`config.mk`:
```
export PLATFORM = sky130hd
export DESIGN_NAME = float_addsub_pipe
export DESIGN_NICKNAME = d
export VERILOG_FILES = /design/src/rtl/float_addsub_pipe.sv
export SDC_FILE = /design/constraint.sdc
export NUM_CORES = 1
export LEC_CHECK = 0
export CAP_MARGIN = 30
export CORE_AREA = 2 2 124 126
export DETAILED_ROUTE_END_ITERATION = 10
export DIE_AREA = 0 0 126 128
export GPL_TIMING_DRIVEN = 0
export MAX_ROUTING_LAYER = met4
export PLACE_DENSITY = 0.74
export SLEW_MARGIN = 20
export SYNTH_ARGS = -nofsm -noshare
export SYNTH_HDL_FRONTEND = slang
export SYNTH_SLANG_ARGS = --single-unit
export TNS_END_PERCENT = 5
```
`constraint.sdc`:
```
create_clock -name clk -period 4.2 [get_ports clk]
set_clock_uncertainty 0.1 [all_clocks]
set_input_delay 0.84 -clock clk [delete_from_list [all_inputs] [get_ports clk]]
set_output_delay 0.84 -clock clk [all_outputs]
set_load 0.02 [all_outputs]
```
`src/rtl/float_addsub_pipe.sv`:
```
`default_nettype none
// +----------------------------------------------------------------------+
// | float_addsub_pipe                                                    |
// | Three-stage pipelined floating-point add/subtract with global stall: |
// | S1 unpack/compare/align, S2 mantissa add/sub, S3 normalise/round.    |
// | Macro FLOAT_ADDSUB_RNE_EN: defined -> round-to-nearest-even,         |
// | undefined -> truncate.                                               |
// | Revision: 1.0                                                        |
// +----------------------------------------------------------------------+
module float_addsub_pipe #(
  parameter int EXP_W = 5,
  parameter int MAN_W = 10
) (
  input  logic                 clk,
  input  logic                 rst,
  input  logic                 in_valid,
  output logic                 in_ready,
  input  logic [EXP_W+MAN_W:0] in_a,
  input  logic [EXP_W+MAN_W:0] in_b,
  input  logic                 in_op,
  output logic                 out_valid,
  input  logic                 out_ready,
  output logic [EXP_W+MAN_W:0] out_sum,
  output logic                 out_ovf,
  output logic                 out_unf
);

  localparam int W   = 1 + EXP_W + MAN_W;
  localparam int FW  = MAN_W + 4;        // hidden | mantissa | guard | round | sticky
  localparam int SW  = FW + 1;
  localparam int IEW = EXP_W + 2;
  localparam int LZW = $clog2(FW);
  localparam logic signed [IEW-1:0] EXP_MAX  = IEW'((1 << EXP_W) - 1);
  localparam logic signed [IEW-1:0] EXP_ZERO = '0;
`ifdef FLOAT_ADDSUB_RNE_EN
  localparam logic RNE = 1'b1;
`else
  localparam logic RNE = 1'b0;
`endif

  // Stage registers
  logic                  s1_valid_q, s1_valid_d;
  logic                  s1_sign_q, s1_sign_d;
  logic                  s1_sub_q, s1_sub_d;
  logic [EXP_W-1:0]      s1_exp_q, s1_exp_d;
  logic [FW-1:0]         s1_big_q, s1_big_d;
  logic [FW-1:0]         s1_small_q, s1_small_d;
  logic                  s1_byp_q, s1_byp_d;
  logic [W-1:0]          s1_byp_word_q, s1_byp_word_d;

  logic                  s2_valid_q, s2_valid_d;
  logic                  s2_sign_q, s2_sign_d;
  logic signed [IEW-1:0] s2_exp_q, s2_exp_d;
  logic [SW-1:0]         s2_sum_q, s2_sum_d;
  logic                  s2_byp_q, s2_byp_d;
  logic [W-1:0]          s2_byp_word_q, s2_byp_word_d;

  logic                  out_valid_q, out_valid_d;
  logic [W-1:0]          out_sum_q, out_sum_d;
  logic                  out_ovf_q, out_ovf_d;
  logic                  out_unf_q, out_unf_d;

  logic advance;

  assign advance   = ~out_valid_q | out_ready;
  assign in_ready  = advance & ~rst;
  assign out_valid = out_valid_q;
  assign out_sum   = out_sum_q;
  assign out_ovf   = out_ovf_q;
  assign out_unf   = out_unf_q;

  // ---------------- S1: unpack, magnitude compare, align ----------------
  logic             b_sign, a_zero, b_zero, a_ge_b, big_sign;
  logic [EXP_W-1:0] big_exp, exp_diff;
  logic [FW-1:0]    big_man, small_raw, small_al;
  logic [2*FW-1:0]  small_ext;

  always_comb begin
    b_sign = in_b[W-1] ^ in_op;
    a_zero = (in_a[W-2:MAN_W] == '0);
    b_zero = (in_b[W-2:MAN_W] == '0);
    a_ge_b = (in_a[W-2:0] >= in_b[W-2:0]);
    if (a_ge_b) begin
      big_sign  = in_a[W-1];
      big_exp   = in_a[W-2:MAN_W];
      big_man   = {1'b1, in_a[MAN_W-1:0], 3'b000};
      small_raw = {1'b1, in_b[MAN_W-1:0], 3'b000};
      exp_diff  = in_a[W-2:MAN_W] - in_b[W-2:MAN_W];
    end else begin
      big_sign  = b_sign;
      big_exp   = in_b[W-2:MAN_W];
      big_man   = {1'b1, in_b[MAN_W-1:0], 3'b000};
      small_raw = {1'b1, in_a[MAN_W-1:0], 3'b000};
      exp_diff  = in_b[W-2:MAN_W] - in_a[W-2:MAN_W];
    end
    // Lower half of the extended shift collects the bits lost to the sticky.
    small_ext = {small_raw, {FW{1'b0}}} >> exp_diff;
    if (32'(exp_diff) >= 32'(FW - 1)) begin
      small_al = {{(FW-1){1'b0}}, 1'b1};
    end else begin
      small_al = small_ext[2*FW-1:FW] | {{(FW-1){1'b0}}, |small_ext[FW-1:0]};
    end

    s1_valid_d    = s1_valid_q;
    s1_sign_d     = s1_sign_q;
    s1_sub_d      = s1_sub_q;
    s1_exp_d      = s1_exp_q;
    s1_big_d      = s1_big_q;
    s1_small_d    = s1_small_q;
    s1_byp_d      = s1_byp_q;
    s1_byp_word_d = s1_byp_word_q;
    if (advance) begin
      s1_valid_d = in_valid;
      s1_sign_d  = big_sign;
      s1_sub_d   = in_a[W-1] ^ b_sign;
      s1_exp_d   = big_exp;
      s1_big_d   = big_man;
      s1_small_d = small_al;
      s1_byp_d   = a_zero | b_zero;
      if (a_zero && b_zero) begin
        s1_byp_word_d = '0;
      end else if (a_zero) begin
        s1_byp_word_d = {b_sign, in_b[W-2:0]};
      end else begin
        s1_byp_word_d = in_a;
      end
    end
  end

  // ---------------- S2: signed mantissa add / subtract ----------------
  always_comb begin
    s2_valid_d    = s2_valid_q;
    s2_sign_d     = s2_sign_q;
    s2_exp_d      = s2_exp_q;
    s2_sum_d      = s2_sum_q;
    s2_byp_d      = s2_byp_q;
    s2_byp_word_d = s2_byp_word_q;
    if (advance) begin
      s2_valid_d    = s1_valid_q;
      s2_sign_d     = s1_sign_q;
      s2_exp_d      = {2'b00, s1_exp_q};
      s2_byp_d      = s1_byp_q;
      s2_byp_word_d = s1_byp_word_q;
      // Larger magnitude is always s1_big, so the difference never borrows.
      if (s1_sub_q) begin
        s2_sum_d = {1'b0, s1_big_q} - {1'b0, s1_small_q};
      end else begin
        s2_sum_d = {1'b0, s1_big_q} + {1'b0, s1_small_q};
      end
    end
  end

  // ---------------- S3: normalise, round, pack, flag ----------------
  logic [LZW-1:0]        lz;
  logic [FW-1:0]         norm_man;
  logic signed [IEW-1:0] norm_exp, rnd_exp;
  logic                  round_up, frac_carry;
  logic [MAN_W-1:0]      frac;
  logic [W-1:0]          res_sum;
  logic                  res_ovf, res_unf;

  always_comb begin
    lz = '0;
    for (int i = 0; i < FW; i++) begin
      if (s2_sum_q[i]) lz = LZW'(FW - 1 - i);
    end
    if (s2_sum_q[SW-1]) begin
      norm_man = s2_sum_q[SW-1:1] | {{(FW-1){1'b0}}, s2_sum_q[0]};
      norm_exp = s2_exp_q + IEW'(1);
    end else begin
      norm_man = s2_sum_q[FW-1:0] << lz;
      norm_exp = s2_exp_q - IEW'(lz);
    end

    round_up = RNE & norm_man[2] & (norm_man[1] | norm_man[0] | norm_man[3]);
    {frac_carry, frac} = {1'b0, norm_man[FW-2:3]} + {{MAN_W{1'b0}}, round_up};
    // A carry out of the fraction leaves frac at zero: 1.111..1 + ulp = 10.000..0
    rnd_exp = frac_carry ? (norm_exp + IEW'(1)) : norm_exp;

    res_ovf = 1'b0;
    res_unf = 1'b0;
    if (s2_byp_q) begin
      res_sum = s2_byp_word_q;
    end else if (!norm_man[FW-1]) begin
      res_sum = '0;
    end else if (rnd_exp >= EXP_MAX) begin
      res_sum = {s2_sign_q, {EXP_W{1'b1}}, {MAN_W{1'b0}}};
      res_ovf = 1'b1;
    end else if (rnd_exp <= EXP_ZERO) begin
      res_sum = '0;
      res_unf = 1'b1;
    end else begin
      res_sum = {s2_sign_q, rnd_exp[EXP_W-1:0], frac};
    end

    out_valid_d = out_valid_q;
    out_sum_d   = out_sum_q;
    out_ovf_d   = out_ovf_q;
    out_unf_d   = out_unf_q;
    if (advance) begin
      out_valid_d = s2_valid_q;
      if (s2_valid_q) begin
        out_sum_d = res_sum;
        out_ovf_d = res_ovf;
        out_unf_d = res_unf;
      end
    end
  end

  always_ff @(posedge clk) begin
    if (rst) begin
      s1_valid_q    <= 1'b0;
      s1_sign_q     <= 1'b0;
      s1_sub_q      <= 1'b0;
      s1_exp_q      <= '0;
      s1_big_q      <= '0;
      s1_small_q    <= '0;
      s1_byp_q      <= 1'b0;
      s1_byp_word_q <= '0;
      s2_valid_q    <= 1'b0;
      s2_sign_q     <= 1'b0;
      s2_exp_q      <= '0;
      s2_sum_q      <= '0;
      s2_byp_q      <= 1'b0;
      s2_byp_word_q <= '0;
      out_valid_q   <= 1'b0;
      out_sum_q     <= '0;
      out_ovf_q     <= 1'b0;
      out_unf_q     <= 1'b0;
    end else begin
      s1_valid_q    <= s1_valid_d;
      s1_sign_q     <= s1_sign_d;
      s1_sub_q      <= s1_sub_d;
      s1_exp_q      <= s1_exp_d;
      s1_big_q      <= s1_big_d;
      s1_small_q    <= s1_small_d;
      s1_byp_q      <= s1_byp_d;
      s1_byp_word_q <= s1_byp_word_d;
      s2_valid_q    <= s2_valid_d;
      s2_sign_q     <= s2_sign_d;
      s2_exp_q      <= s2_exp_d;
      s2_sum_q      <= s2_sum_d;
      s2_byp_q      <= s2_byp_d;
      s2_byp_word_q <= s2_byp_word_d;
      out_valid_q   <= out_valid_d;
      out_sum_q     <= out_sum_d;
      out_ovf_q     <= out_ovf_d;
      out_unf_q     <= out_unf_d;
    end
  end

endmodule
`default_nettype wire

```
==> impl_metrics.json <==
{
  "drive_above_1_share": 0.0785,
  "drtPass1Iterations": 5,
  "tritoncts": "built",
  "power.leakage_uw": 0.00326,
  "cpPeakStageDelay_ps": 640,
  "synth_edf_count": 0,
  "endpoint_kind": "flip-flop",
  "combPwrFrac": 0.548,
  "die_h_um": 128,
  "clk_transition_reported_paths_ps": 70,
  "seqPwrFrac": 0.279,
  "p_sw_frac": 0.434,
  "power.internal_uw": 2690,
  "hold_violations": 0,
  "routabilityCongestion": 0.957,
  "dp.final_hpwl_mm": 15.7,
  "io_buffers": 55,
  "drc": 0,
  "drv_slew": 0,
  "fmax_ghz": 0.247,
  "cap_violations": 0,
  "die_area_um2": 16100,
  "utilization": 0.564,
  "finalNetCount": 1078,
  "via_per_inst": 5.73,
  "place_ws_ps": -373,
  "fp-row-count": 45,
  "yosys_register_bits": 108,
  "cts_num_sinks": 108,
  "power_frac_clock": 0.173,
  "synthArstFlopShare": 0,
  "syn_nets": 1011,
  "yosys-top-cells-count": "131 x nand2_1, 117 x a21oi_1, 111 x nor2_1, 108 x dfxtp_1, 44 x o21ai_0",
  "startpoint_type": "primary input",
  "wl_per_cell_um": 16.8,
  "grt_use_met2": 0.428,
  "area_growth_syn_to_layout_pct": 16.3,
  "yosys_warnings": 0,
  "hold_class": "flip-flop to flip-flop",
  "arrival_ps": 4180,
  "relSlewSlack": 0.410,
  "worst-path-buf-inv": 4,
  "use_met1": 0.319,
  "grt_max_degree": 19,
  "layout_min_cycle_time_ps": 4040,
  "grt_setup_unrepaired": "yes",
  "drt-total-wl_mm": 20.1,
  "yosysMostFrequentCell": "nand2_1",
  "use_met3": 0.0284,
  "grt_overflow": 0,
  "diodes": 0,
  "ys_top_cells_by_area": "dfxtp_1 30%, a21oi_1 8.1%, nand2_1 6.8%, ha_1 6.4%, nor2_1 5.8%",
  "die_w_um": 126,
  "worstPathCellList": "clkdlybuf4s50_1, inv_1, ha_1, nand2_1, nor2_1, nand2_1, o21ai_1, buf_6, buf_6, mux4_2, mux2i_1, nor2_1, a31oi_1, mux2i_1, a22o_1",
  "setup-violations-final": 0,
  "slowest_stage": "clkdlybuf4s50_1",
  "whs_ps": 353,
  "htreeDepth": 3,
  "drt-initial-drc-count": 698,
  "initial_core_util": 0.485,
  "insertion_delay_ps": 350,
  "synth_cells": 934,
  "min_period_over_period": 0.963,
  "clk_path_buf_depth": 2,
  "finalWorstSetupSlack_ps": 157,
  "grt_pass1_vias": 6358,
  "antenna_found_initial": 0,
  "ir_drop_mv": 0.270,
  "synth-main-ff-cell": "dfxtp_1",
  "worst_slew_pin_slew_ps": 882,
  "status": "finished clean",
  "grt_pass1_wl_mm": 32.1,
  "crit_type": "primary input to flip-flop",
  "synth_largest_area_cell": "dfxtp_1",
  "ys_types": 74,
  "cts_buffers": 9,
  "crit_fanout": 10,
  "syn_area_um2": 7210,
  "p_switching_uw": 2060,
  "seq_area_frac_synth": 0.300,
  "ios": 57,
  "power_density_nw_per_um2": 567,
  "final_antenna_net_count": 0,
  "vias": 6847,
  "grtUsageTotal": 0.255,
  "grt.busiest_layer": "met2",
  "synth_top_area_frac": 0.300,
  "core_um2": 14900,
  "path_delay_family": "buffers and inverters",
  "avgSynthCellArea_um2": 7.71,
  "cts-root-buf": "clkbuf_16",
  "required_ps": 4340
}
-- final timing paths --
kind                            depth (start not counted)         startpoint  slack [ps]                end
worst max-delay path                                   15           in_a[11]         160      s1_small_q[1]
worst min-delay path                                    2  s2_byp_word_q[11]         350  s2_byp_word_q[11]
worst max register to register                         18        s2_sum_q[0]         270         out_sum[6]
worst min register to register                          2  s2_byp_word_q[11]         350  s2_byp_word_q[11]
-- cell families after synthesis --
family | count (synthesis) | share of synthesized area
AND/OR/NAND/NOR | 331 | 0.200
flip-flops | 108 | 0.300
AO/OA/AOI/OAI | 276 | 0.240
XOR/XNOR | 34 | 0.0434
multiplexers | 49 | 0.0884
buffers and inverters | 96 | 0.0557
adder cells (fa/ha/maj) | 40 | 0.0726
-- state kept, by name, summed over array words and instances (netlist names), 5 cells and up --
register and cells:
s1_exp_q 5, s1_small_q 14, s2_byp_word_q 16, s1_big_q 11, s2_sum_q 15, s2_exp_q 5
s1_byp_word_q 16, out_sum 16
-- layout make-up --
class | instances | area, um2
Sequential cell | 108 | 2170
Multi-Input combinational cell | 730 | 4730
Clock inverter | 5 | 43.8
Timing Repair Buffer | 57 | 566
Buffer | 55 | 251
Inverter | 40 | 150
Clock buffer | 11 | 243
Tap cell | 188 | 235
Fill cell | 1423 | 6480
-- routing by layer --
layer,wire (um),share of wire
met5,0,0
met4,541,0.027
met3,917,0.046
met2,9500,0.47
met1,9110,0.45
-- power by group through the flow --
stage,Combinational [uW],Clock (uW),Sequential (uW)
after floorplan,1890,0,1290
after global placement,2460,0,1330
after detailed placement,2460,0,1330
after CTS,2500,831,1310
after global routing,2860,870,1340
final,2600,820,1320
-- cells in the final DEF (no fill, tap or decap), types with 23 or more instances in the layout --
master / netlist / layout
mux2i_1: 27 / 25
ha_1: 37 / 36
nand2_1: 131 / 130
a211oi_1: 29 / 29
clkbuf_1: 38 / 37
a21oi_1: 117 / 117
xnor2_1: 23 / 23
dfxtp_1: 108 / 104
inv_1: 39 / 38
clkdlybuf4s50_1: 0 / 55
o21ai_0: 44 / 42
nor2_1: 111 / 111
-- per-stage QoR --
step	total power (uW)	cells	TNS (ps)	instance area, um2
floorplan	3180	934	0	7210
global placement	3790	1177	-3530	7990
detailed placement	3790	1177	-3020	7990
CTS	4640	1193	-7.48	8300
global route	5070	1194	-143	8380
finish	4750	1194	0	8380
-- worst min-delay path, stage by stage, from the launching register on --
cell	delay (ps)
dfxtp_1	310
nand2_1	50
a21oi_1	50
-- timing repair --
| item | in CTS | in global routing |
|---|---|---|
| setup buffers | 0 | 2 |
| pin swaps | 0 | 1 |
| hold buffers | 0 | 0 |
| gates resized for setup | 5 | 20 |
| setup endpoints to repair | 9 | 15 |
Note: power is estimated with default switching activity, not from simulation.
